[config.mk]
export PLATFORM = sky130hd
export DESIGN_NAME = cache_mem_arbiter_flat
export DESIGN_NICKNAME = d
export VERILOG_FILES = /design/src/rtl/cache_mem_arbiter_pkg.sv /design/src/rtl/cache_mem_arbiter_if.sv /design/src/rtl/cache_mem_arbiter_timeout.sv /design/src/rtl/cache_mem_arbiter.sv /design/src/flat_wrapper.sv
export SDC_FILE = /design/constraint.sdc
export NUM_CORES = 1
export LEC_CHECK = 0
export ABC_AREA = 1
export BUFFER_PORTS_ARGS = -buffer_cell sky130_fd_sc_hd__buf_2
export CAP_MARGIN = 20
export CORE_ASPECT_RATIO = 0.7
export CORE_MARGIN = 4
export CORE_UTILIZATION = 30
export CTS_CLUSTER_DIAMETER = 60
export DETAILED_ROUTE_END_ITERATION = 10
export GPL_TIMING_DRIVEN = 0
export HOLD_SLACK_MARGIN = 0.08
export SLEW_MARGIN = 20
export SYNTH_ARGS = -nofsm -noshare
export SYNTH_HDL_FRONTEND = slang
export SYNTH_SLANG_ARGS = --single-unit
[constraint.sdc]
create_clock -name CLK -period 1.7 [get_ports CLK]
set_input_delay 0.34 -clock CLK [delete_from_list [all_inputs] [get_ports CLK]]
set_output_delay 0.34 -clock CLK [all_outputs]
set_load 0.03 [all_outputs]
[src/rtl/cache_mem_arbiter_pkg.sv]
// Shared types for the cache-to-memory arbiter.
//   ramstate_t  : RAM status encoding seen on the ramstate input.
//   arb_state_t : arbiter FSM states.
//   grant_t     : which cache side owns the RAM port.
//   rr_pick     : round-robin choice between pending D and I requests.
package cache_mem_arbiter_pkg;

   typedef enum logic [1:0] {
      FREE   = 2'd0,
      BUSY   = 2'd1,
      ACCESS = 2'd2,
      ERROR  = 2'd3
   } ramstate_t;

   typedef enum logic [1:0] {
      IDLE     = 2'd0,
      D_SERV   = 2'd1,
      I_SERV   = 2'd2,
      ERR_DONE = 2'd3
   } arb_state_t;

   typedef enum logic {
      GRANT_I = 1'b0,
      GRANT_D = 1'b1
   } grant_t;

   localparam int unsigned WORD_W_DEF   = 32;
   localparam logic [31:0] ERR_WORD_DEF = 32'hBAD1BAD1;

   // D wins when it is the only requester or when I held the last grant.
   // Only meaningful when at least one side is pending.
   function automatic grant_t rr_pick(input logic d_pend, input logic i_pend,
                                      input grant_t last);
      if (d_pend && (!i_pend || last == GRANT_I)) return GRANT_D;
      return GRANT_I;
   endfunction

endpackage

[src/rtl/cache_mem_arbiter_if.sv]
// Bus bundles around the arbiter.
//   cache_mem_if : icache/dcache request side. master = caches, slave = arbiter.
//     iREN/iaddr, dREN/dWEN/daddr/dstore requests; iwait/iload, dwait/dload replies.
//   ram_if       : single RAM port. master = arbiter, slave = RAM model.
//     ramREN/ramWEN/ramaddr/ramstore commands; ramload/ramstate replies.
interface cache_mem_if #(parameter int unsigned WORD_W = 32);
   logic              iREN;
   logic [WORD_W-1:0] iaddr;
   logic              iwait;
   logic [WORD_W-1:0] iload;
   logic              dREN;
   logic              dWEN;
   logic [WORD_W-1:0] daddr;
   logic [WORD_W-1:0] dstore;
   logic              dwait;
   logic [WORD_W-1:0] dload;

   modport master (output iREN, iaddr, dREN, dWEN, daddr, dstore,
                   input  iwait, iload, dwait, dload);
   modport slave  (input  iREN, iaddr, dREN, dWEN, daddr, dstore,
                   output iwait, iload, dwait, dload);
endinterface

interface ram_if #(parameter int unsigned WORD_W = 32);
   logic              ramREN;
   logic              ramWEN;
   logic [WORD_W-1:0] ramaddr;
   logic [WORD_W-1:0] ramstore;
   logic [WORD_W-1:0] ramload;
   logic [1:0]        ramstate;

   modport master (output ramREN, ramWEN, ramaddr, ramstore,
                   input  ramload, ramstate);
   modport slave  (input  ramREN, ramWEN, ramaddr, ramstore,
                   output ramload, ramstate);
endinterface

[src/rtl/cache_mem_arbiter_timeout.sv]
// Service-time watchdog for the arbiter.
//   CLK, RST   : clock, synchronous active-high reset
//   clear_i    : restart the count (asserted on the grant cycle)
//   enable_i   : count one service cycle
//   expired_o  : count has reached TIMEOUT_CYCLES-1 (saturates there)
module arb_timeout_counter #(
   parameter int unsigned TIMEOUT_CYCLES = 64
) (
   input  logic CLK,
   input  logic RST,
   input  logic clear_i,
   input  logic enable_i,
   output logic expired_o
);

   localparam int unsigned   CW   = (TIMEOUT_CYCLES > 2) ? $clog2(TIMEOUT_CYCLES) : 1;
   localparam logic [CW-1:0] LAST = CW'(TIMEOUT_CYCLES - 1);

   logic [CW-1:0] cnt_q, cnt_d;

   always_comb begin
      cnt_d = cnt_q;
      if (clear_i)                       cnt_d = '0;
      else if (enable_i && cnt_q != LAST) cnt_d = cnt_q + 1'b1;
   end

   always_ff @(posedge CLK) begin
      if (RST) cnt_q <= '0;
      else     cnt_q <= cnt_d;
   end

   assign expired_o = (cnt_q == LAST);

endmodule

[src/rtl/cache_mem_arbiter.sv]
// Memory-side responder: serialises icache fetches and dcache reads/writes
// onto one variable-latency RAM port with round-robin fairness.
//   CLK, RST : clock, synchronous active-high reset
//   cache    : cache-side requests and iwait/iload, dwait/dload replies
//   ram      : RAM command port and ramload/ramstate status
//   mem_err  : sticky flag, set on RAM ERROR or service timeout
// A grant taken in IDLE drives the RAM from latched registers on the next
// cycle; every completion is followed by at least one IDLE cycle.
module cache_mem_arbiter
   import cache_mem_arbiter_pkg::*;
#(
   parameter int unsigned       WORD_W         = WORD_W_DEF,
   parameter int unsigned       TIMEOUT_CYCLES = 64,
   parameter logic [WORD_W-1:0] ERR_WORD       = WORD_W'(ERR_WORD_DEF)
) (
   input  logic       CLK,
   input  logic       RST,
   cache_mem_if.slave cache,
   ram_if.master      ram,
   output logic       mem_err
);

   arb_state_t        state_q;
   grant_t            last_grant_q;
   logic              ramREN_q, ramWEN_q;
   logic [WORD_W-1:0] ramaddr_q, ramstore_q;
   logic [WORD_W-1:0] iload_q, dload_q, iload_d, dload_d;
   logic              mem_err_q;

   ramstate_t rs;
   grant_t    pick;
   logic      d_pend, i_pend, in_serv, owner_en;
   logic      d_done, i_done, d_err, i_err;
   logic      tmo_clear, tmo_expired;

   assign rs       = ramstate_t'(ram.ramstate);
   assign d_pend   = cache.dREN | cache.dWEN;
   assign i_pend   = cache.iREN;
   assign pick     = rr_pick(d_pend, i_pend, last_grant_q);
   assign in_serv  = (state_q == D_SERV) || (state_q == I_SERV);
   assign owner_en = (state_q == D_SERV) ? d_pend : i_pend;

   // Completion is combinational on ACCESS; error completion comes from the
   // one-cycle ERR_DONE state, whose owner is the last grant.
   assign d_done = (state_q == D_SERV) && (rs == ACCESS);
   assign i_done = (state_q == I_SERV) && (rs == ACCESS);
   assign d_err  = (state_q == ERR_DONE) && (last_grant_q == GRANT_D);
   assign i_err  = (state_q == ERR_DONE) && (last_grant_q == GRANT_I);

   assign tmo_clear = (state_q == IDLE) && (d_pend || i_pend);

   arb_timeout_counter #(.TIMEOUT_CYCLES(TIMEOUT_CYCLES)) u_tmo (
      .CLK       (CLK),
      .RST       (RST),
      .clear_i   (tmo_clear),
      .enable_i  (in_serv),
      .expired_o (tmo_expired)
   );

   // Loads pass the completing value straight through and otherwise hold.
   // ramWEN_q doubles as the latched D op for the whole service.
   always_comb begin
      iload_d = iload_q;
      dload_d = dload_q;
      if (i_done)                  iload_d = ram.ramload;
      else if (i_err)              iload_d = ERR_WORD;
      if (d_done && !ramWEN_q)     dload_d = ram.ramload;
      else if (d_err)              dload_d = ERR_WORD;
   end

   assign cache.iwait  = !(i_done || i_err);
   assign cache.dwait  = !(d_done || d_err);
   assign cache.iload  = iload_d;
   assign cache.dload  = dload_d;
   assign ram.ramREN   = ramREN_q;
   assign ram.ramWEN   = ramWEN_q;
   assign ram.ramaddr  = ramaddr_q;
   assign ram.ramstore = ramstore_q;
   assign mem_err      = mem_err_q;

   always_ff @(posedge CLK) begin
      if (RST) begin
         state_q      <= IDLE;
         last_grant_q <= GRANT_I;
         ramREN_q     <= 1'b0;
         ramWEN_q     <= 1'b0;
         ramaddr_q    <= '0;
         ramstore_q   <= '0;
         iload_q      <= '0;
         dload_q      <= '0;
         mem_err_q    <= 1'b0;
      end else begin
         iload_q <= iload_d;
         dload_q <= dload_d;
         case (state_q)
            IDLE: begin
               if (d_pend || i_pend) begin
                  last_grant_q <= pick;
                  if (pick == GRANT_D) begin
                     state_q    <= D_SERV;
                     ramaddr_q  <= cache.daddr;
                     ramstore_q <= cache.dstore;
                     // write wins when both dREN and dWEN are up
                     ramWEN_q   <= cache.dWEN;
                     ramREN_q   <= !cache.dWEN;
                  end else begin
                     state_q   <= I_SERV;
                     ramaddr_q <= cache.iaddr;
                     ramREN_q  <= 1'b1;
                     ramWEN_q  <= 1'b0;
                  end
               end
            end
            D_SERV, I_SERV: begin
               // ACCESS outranks an abort in the same cycle; abort outranks error
               if (rs == ACCESS || !owner_en) begin
                  state_q  <= IDLE;
                  ramREN_q <= 1'b0;
                  ramWEN_q <= 1'b0;
               end else if (rs == ERROR || tmo_expired) begin
                  state_q   <= ERR_DONE;
                  ramREN_q  <= 1'b0;
                  ramWEN_q  <= 1'b0;
                  mem_err_q <= 1'b1;
               end
            end
            ERR_DONE: state_q <= IDLE;
            default:  state_q <= IDLE;
         endcase
      end
   end

endmodule
[src/flat_wrapper.sv]
// flat-port wrapper written by rule: the top's interface ports become plain ports
module cache_mem_arbiter_flat import cache_mem_arbiter_pkg::*;
#(
   parameter int unsigned       WORD_W         = WORD_W_DEF,
   parameter int unsigned       TIMEOUT_CYCLES = 64,
   parameter logic [WORD_W-1:0] ERR_WORD       = WORD_W'(ERR_WORD_DEF)
)
  (CLK, RST, mem_err, cache_iREN, cache_iaddr, cache_dREN, cache_dWEN, cache_daddr, cache_dstore, cache_iwait, cache_iload, cache_dwait, cache_dload, ram_ramREN, ram_ramWEN, ram_ramaddr, ram_ramstore, ram_ramload, ram_ramstate);
  cache_mem_if #(.WORD_W(WORD_W)) cache_i ();
  ram_if #(.WORD_W(WORD_W)) ram_i ();
  input  logic CLK;
  input  logic RST;
  output logic mem_err;
  input wire logic [$bits(cache_i.iREN)-1:0] cache_iREN;
  input wire logic [$bits(cache_i.iaddr)-1:0] cache_iaddr;
  input wire logic [$bits(cache_i.dREN)-1:0] cache_dREN;
  input wire logic [$bits(cache_i.dWEN)-1:0] cache_dWEN;
  input wire logic [$bits(cache_i.daddr)-1:0] cache_daddr;
  input wire logic [$bits(cache_i.dstore)-1:0] cache_dstore;
  output wire logic [$bits(cache_i.iwait)-1:0] cache_iwait;
  output wire logic [$bits(cache_i.iload)-1:0] cache_iload;
  output wire logic [$bits(cache_i.dwait)-1:0] cache_dwait;
  output wire logic [$bits(cache_i.dload)-1:0] cache_dload;
  output wire logic [$bits(ram_i.ramREN)-1:0] ram_ramREN;
  output wire logic [$bits(ram_i.ramWEN)-1:0] ram_ramWEN;
  output wire logic [$bits(ram_i.ramaddr)-1:0] ram_ramaddr;
  output wire logic [$bits(ram_i.ramstore)-1:0] ram_ramstore;
  input wire logic [$bits(ram_i.ramload)-1:0] ram_ramload;
  input wire logic [$bits(ram_i.ramstate)-1:0] ram_ramstate;
  assign cache_i.iREN = cache_iREN;
  assign cache_i.iaddr = cache_iaddr;
  assign cache_i.dREN = cache_dREN;
  assign cache_i.dWEN = cache_dWEN;
  assign cache_i.daddr = cache_daddr;
  assign cache_i.dstore = cache_dstore;
  assign cache_iwait = cache_i.iwait;
  assign cache_iload = cache_i.iload;
  assign cache_dwait = cache_i.dwait;
  assign cache_dload = cache_i.dload;
  assign ram_ramREN = ram_i.ramREN;
  assign ram_ramWEN = ram_i.ramWEN;
  assign ram_ramaddr = ram_i.ramaddr;
  assign ram_ramstore = ram_i.ramstore;
  assign ram_i.ramload = ram_ramload;
  assign ram_i.ramstate = ram_ramstate;
  cache_mem_arbiter #(.WORD_W(WORD_W), .TIMEOUT_CYCLES(TIMEOUT_CYCLES), .ERR_WORD(ERR_WORD)) u_core (.CLK(CLK), .RST(RST), .cache(cache_i), .ram(ram_i), .mem_err(mem_err));
endmodule
# Word-level counts from Yosys, hierarchy flattened
# Index checks and enable logic that the tools add are counted.
# classes
n_eq_ne	9
n_mux	22
n_addsub	1
div	0
magnitude_cmp	0
n_shift	0
n_bitwise	3
mul	0
reduce_logical	30
# ops
cell	n
two-way mux 32 bit	5
two-way mux 1 bit	10
AND reduction 3 bit	3
equality test 2 bit, second input constant	4
logical AND 1 bit	8
two-way mux 2 bit	4
logical OR 1 bit	7
adder 6 x 1 -> 6 bit, second input constant	1
equality test 6 bit, second input constant	1
logical NOT 1 bit	6
inequality test 6 bit, second input constant	1
case mux 2 bit (3 select lines)	1
case mux 1 bit (2 select lines)	2
AND reduction 2 bit	2
OR reduction 2 bit	2
inequality test 3 x 1 -> 1 bit, second input constant	1
equality test 2 x 1 -> 1 bit, second input constant	1
logical NOT 2 bit	1
inequality test 2 bit, second input constant	1
NOT 1 bit	2
nonzero test 2 bit	1
OR 1 bit	1
# totals
latch_bits	0
mem_bits_ro	0
ram_bits	0
word_cells	75
register_bits	140
input_bits	135
memories	0
out_inout_bits	133

# Longest topological paths before layout
# depth
word_depth	8
depth_mapped	11
depth_no_buf	11

# Hierarchy
# Synthesis repeated with hierarchy kept, for this count alone.
# unflattened
cells_unflattened	792
hier_area_um2	6047.0
# modules_own_cells
module	cells_per_inst	n_inst	area_per_inst_um2	seq_area_each_um2
cache_mem_arbiter	743	1	5708.0	2682.6
arb_timeout_counter	49	1	339.1	120.1

# Least setup slack after synthesis
# OpenSTA, ideal clock, no wires.
# synth_timing
path_kind	register -> output
startpoint	register u_core.state_q[1]
endpoint	output port cache_dload[31]
stages_incl_launch_ff	6
setup_slack_ns	-0.284
t_arrival_ns	1.644
required_time_ns	1.360
n_path_buf	1
path_cell_list	dfxtp_1 -> inv_1 -> ha_1 -> nand3_4 -> clkbuf_1 -> o21ai_0
# synth_via
elab_chain_cells	4
elab_cells_between_ends	7
classes_between	eq/ne (2); mux (2); reduce/logical (3)
# synth_rtl
item	line_no	text
start: declaration	cache_mem_arbiter.sv:23	arb_state_t state_q;
start signal: assignment	cache_mem_arbiter.sv:83	state_q <= IDLE;
start signal: assignment	cache_mem_arbiter.sv:100	state_q <= D_SERV;
start signal: assignment	cache_mem_arbiter.sv:107	state_q <= I_SERV;
equality test 2 bit or equality test 2 x 1 -> 1 bit (tied branches)	cache_mem_arbiter.sv:47, cache_mem_arbiter.sv:45	
logical AND 1 bit, on equally long branches	cache_mem_arbiter.sv:47, cache_mem_arbiter.sv:45	
two-way mux 32 bit or logical AND 1 bit (tied branches)	cache_mem_arbiter.sv:68, cache_mem_arbiter.sv:67	
two-way mux 32 bit *	cache_mem_arbiter.sv:67	if (d_done && !ramWEN_q) dload_d = ram.ramload;
end: declaration	flat_wrapper.sv:23	output wire logic [$bits(cache_i.dload)-1:0] cache_dload;
# Every way passes the cells marked *; elsewhere a longest branch is shown, timed or not.

# Worst setup path after layout
# layout_timing
startpoint	register u_core.state_q[1]
endpoint	output port cache_dload[26]
# Same word-level chain as after synthesis.

==> key figures <==
Power
  – Power Total: between 15000 and 20000 uW
  – Worst vdd ir: 0.598 mV
  – PwrDens: 1660 nW/um^2
  – Leak: 0.00485 uW

Cells and area
  – Final core occ: 50.3%
  – Commonest non-fill, non-tap cells in the layout: 207 x buf_2, 174 x nand2_1, 137 x dfxtp_1
  – Share of cells above drive strength 1: 43.9%
  – Most common cell after layout, fill and taps aside: buf_2
  – Area delta synth->final: 65.1%
  – Antenna Cells: 0
  – Final-stage net count: 1304
  – Filler cells: 1899
  – Post-route cell area: 9940 um^2

Worst setup path
  – CP peak stage delay: 0.38 ns
  – Kind of cell adding the most delay to the critical path: buffers and inverters
  – Worst R2R Path Depth: 9
  – Kind of critical path: flip-flop to output pin
  – Flop2flop setup slack: approximately 0.15 ns
  – CP cell instances: inv_4 > ha_4 > nand3_4 > inv_6 > clkbuf_16 > nand2_4 > nand2_2 > buf_6
  – Critical path arrival: 1.76 ns
  – Buffers plus inverters on the worst setup path: 4
  – Reg-to-reg endpoint: u_core.u_tmo.cnt_q[1]$_SDFFE_PP0P_
  – Slowest cell on the critical path: dfxtp_4
  – CP Data Required Time: 1.36 ns
  – Startpoint types: flip-flop
  – CP Max Fanout: 5
  – Reg2reg start: u_core.state_q[1]$_SDFFE_PP0P_
  – Worst setup EP type: output pin

Clock network
  – Worst skew pair latency: 0.42 ns
  – TritonCTS clock tree: done
  – H-tree level count: 4
  – CTS Root Cell: clkbuf_16
  – Num Clock Sinks: between 100 and 150
  – TritonCTS buffer count: 17
  – CTS clk-pin slew, worst paths: 0.06 ns
  – Clk buf depth: 2

Place
  – I/O Buffers: 266
  – Placer Congestion: a little over 0.8
  – Post-DP Area: 7810 um^2
  – DP HPWL: 15.6 mm
  – Dpl ws: -0.452 ns

STA
  – Setup WS post-layout: -0.395 ns
  – Final critical-path required period: between 2 and 2.5 ns
  – RSZ-0062 raised after global routing: yes
  – Worst Skew: 0.0114 ns
  – Endpoints failing setup: 66
  – Slew HR: 60.4%
  – Max Fclk: 477 MHz
  – Max Slew Vio Count: 0
  – Tcrit/Tclk final: 123%
  – Worst-Margin Slew: 0.594 ns
  – Fin. Hold Viols: 0

Yosys
  – Synth Register Bits: 140
  – Synth Warn #: 0
  – Syn avg cell area: 7.09 um^2
  – Post-synth cell types: 29
  – Top post-synthesis cells by area: dfxtp_1 47%, nand2_1 14%, a21oi_1 7.0%, nand3_1 7.0%, inv_1 5.8%
  – Cell count after synthesis: 849
  – Share of the synthesized area in the top cell type: 46.6%
  – Syn Std Cell Area: 6020 um^2
  – Synth area leader: dfxtp_1
  – Syn_nets: about 990
  – Post-synthesis sequential area ratio: a little under half

Hold path
  – Hold path start: cache_dstore[16]
  – Worst hold endpoint: u_core.ram.ramstore[16]$_SDFFE_PP0P_
  – Hold Crit Class: primary input to flip-flop
  – Hold path cells: 3

Route
  – 1st-pass router iterations: 5
  – Drt drc: 0
  – Via/cell ratio: roughly 4.6
  – Via Count: between 6k and 7k
  – Drt total wl: 21.8 mm
  – Iter 0 DRT Violations: 228
  – Remaining antenna violation count: 0
  – Routed len/inst: 15.1 um

Die
  – Io pins: around 270
  – Initial Utilization: 30.5%
  – Row count: 43
  – Die height: about 130 um
  – Die X: 177 um
  – Full die area: between 20000 and 25000 um^2
  – Core area: between 15000 and 20000 um^2

Global routing
  – Initial antenna violation count: 2
  – Grt ovf: 0
  – Vias in the first global route: 6444
  – First-pass GRT wire length: between 30 and 40 mm
  – Largest net degree at the start of global routing: 17
  – Gr usage total: 19.0%

Run
  – Max Cap Viol: 0

Run status
  – Status: finished, violations left
  – Violated checks: negative setup slack
area by class of cell:
| class | count | area [um^2] | share of cell area, % |
|---|---|---|---|
| Clock inverter | 13 | 191 | 1.93 |
| Timing Repair Buffer | 295 | 1990 | 20.0 |
| Buffer | 50 | 433 | 4.36 |
| Sequential cell | 140 | 2810 | 28.3 |
| Multi-Input combinational cell | 560 | 3350 | 33.7 |
| Tap cell | 270 | 338 | 3.40 |
| Clock buffer | 17 | 425 | 4.28 |
| Inverter | 98 | 400 | 4.03 |
metal layers:
metal | track usage, % | vias up | routed length, um
met4 | 4.77 | 4 | 136
met3 | 6.73 | 10 | 1650
li1 | - | 3373 | -
met2 | 30.7 | 208 | 10300
met5 | 0 | - | 31
met1 | 24.4 | 2985 | 9680
cells by family (layout without fill, tap and decap cells):
family,Yosys count,in the layout,synth area share [%]
buffers and inverters,150,473,10.4
AO/OA/AOI/OAI,178,178,15.7
flip-flops,140,140,46.6
AND/OR/NAND/NOR,373,374,25.8
XOR/XNOR,1,1,0.145
adder cells (fa/ha/maj),7,7,1.45
how the worst max path moves through the flow:
stage,start,slack (ns),cells after the start,end
after floorplan,u_core.state_q[0]$_SDFFE_PP0P_,-0.14,7,cache_iload[13]
after global placement,u_core.state_q[1]$_SDFFE_PP0P_,-0.40,7,cache_dload[16]
after detailed placement,u_core.state_q[1]$_SDFFE_PP0P_,-0.45,7,cache_dload[24]
after CTS,u_core.state_q[0]$_SDFFE_PP0P_,-0.42,9,cache_iload[31]
after global routing,u_core.state_q[1]$_SDFFE_PP0P_,-0.48,8,cache_dload[10]
final,u_core.state_q[1]$_SDFFE_PP0P_,-0.40,8,cache_dload[26]
state kept, by name (all words and copies together) (netlist names):
register             cells
u_core.u_tmo.cnt_q       6
u_core.ram.ramREN        1
u_core.ram.ramaddr      32
u_core.mem_err           1
u_core.dload_q          32
u_core.ram.ramstore     32
u_core.last_grant_q      1
u_core.iload_q          32
u_core.ram.ramWEN        1
u_core.state_q           2
report_power, final:
group	total, uW	internal, uW	switching [uW]
Clock	3960	2460	1510
Sequential	4460	4030	429
Combinational	8080	3050	5020
metrics by stage:
stage	hold slack, ns	std cells	TNS [ns]
floorplan	0.447	849	-2.61
global placement	0.446	1385	-23.63
detailed placement	0.451	1385	-27.19
CTS	0.167	1436	-24.49
global route	0.178	1443	-28.45
finish	0.191	1443	-22.90
cell usage after synthesis (all sizes together):
cell type	n
nor2	52
nand4	2
nor3b	1
dfxtp	140
ha	7
nand2	231
or2	1
a211oi	18
nand3	85
buf	26
o21bai	1
clkbuf	26
inv	98
xnor2	1
o21ai	74
a21oi	84
nor3	1
o22ai	1
what timing repair did:
action | in CTS | in global routing
resized for setup | 279 | 111
buffers inserted | 15 | 10
endpoints found under the setup margin | 132 | 133
hold buffers | 0 | 0
gates cloned | 6 | 1
pin swaps | 10 | 10
worst min-delay path, delay by kind of cell:
family,cells,cell delay (ns)
compound gates,1,0.06
buf+inv,1,0.09
simple gates,1,0.07
(Power assumes the default switching activity.)
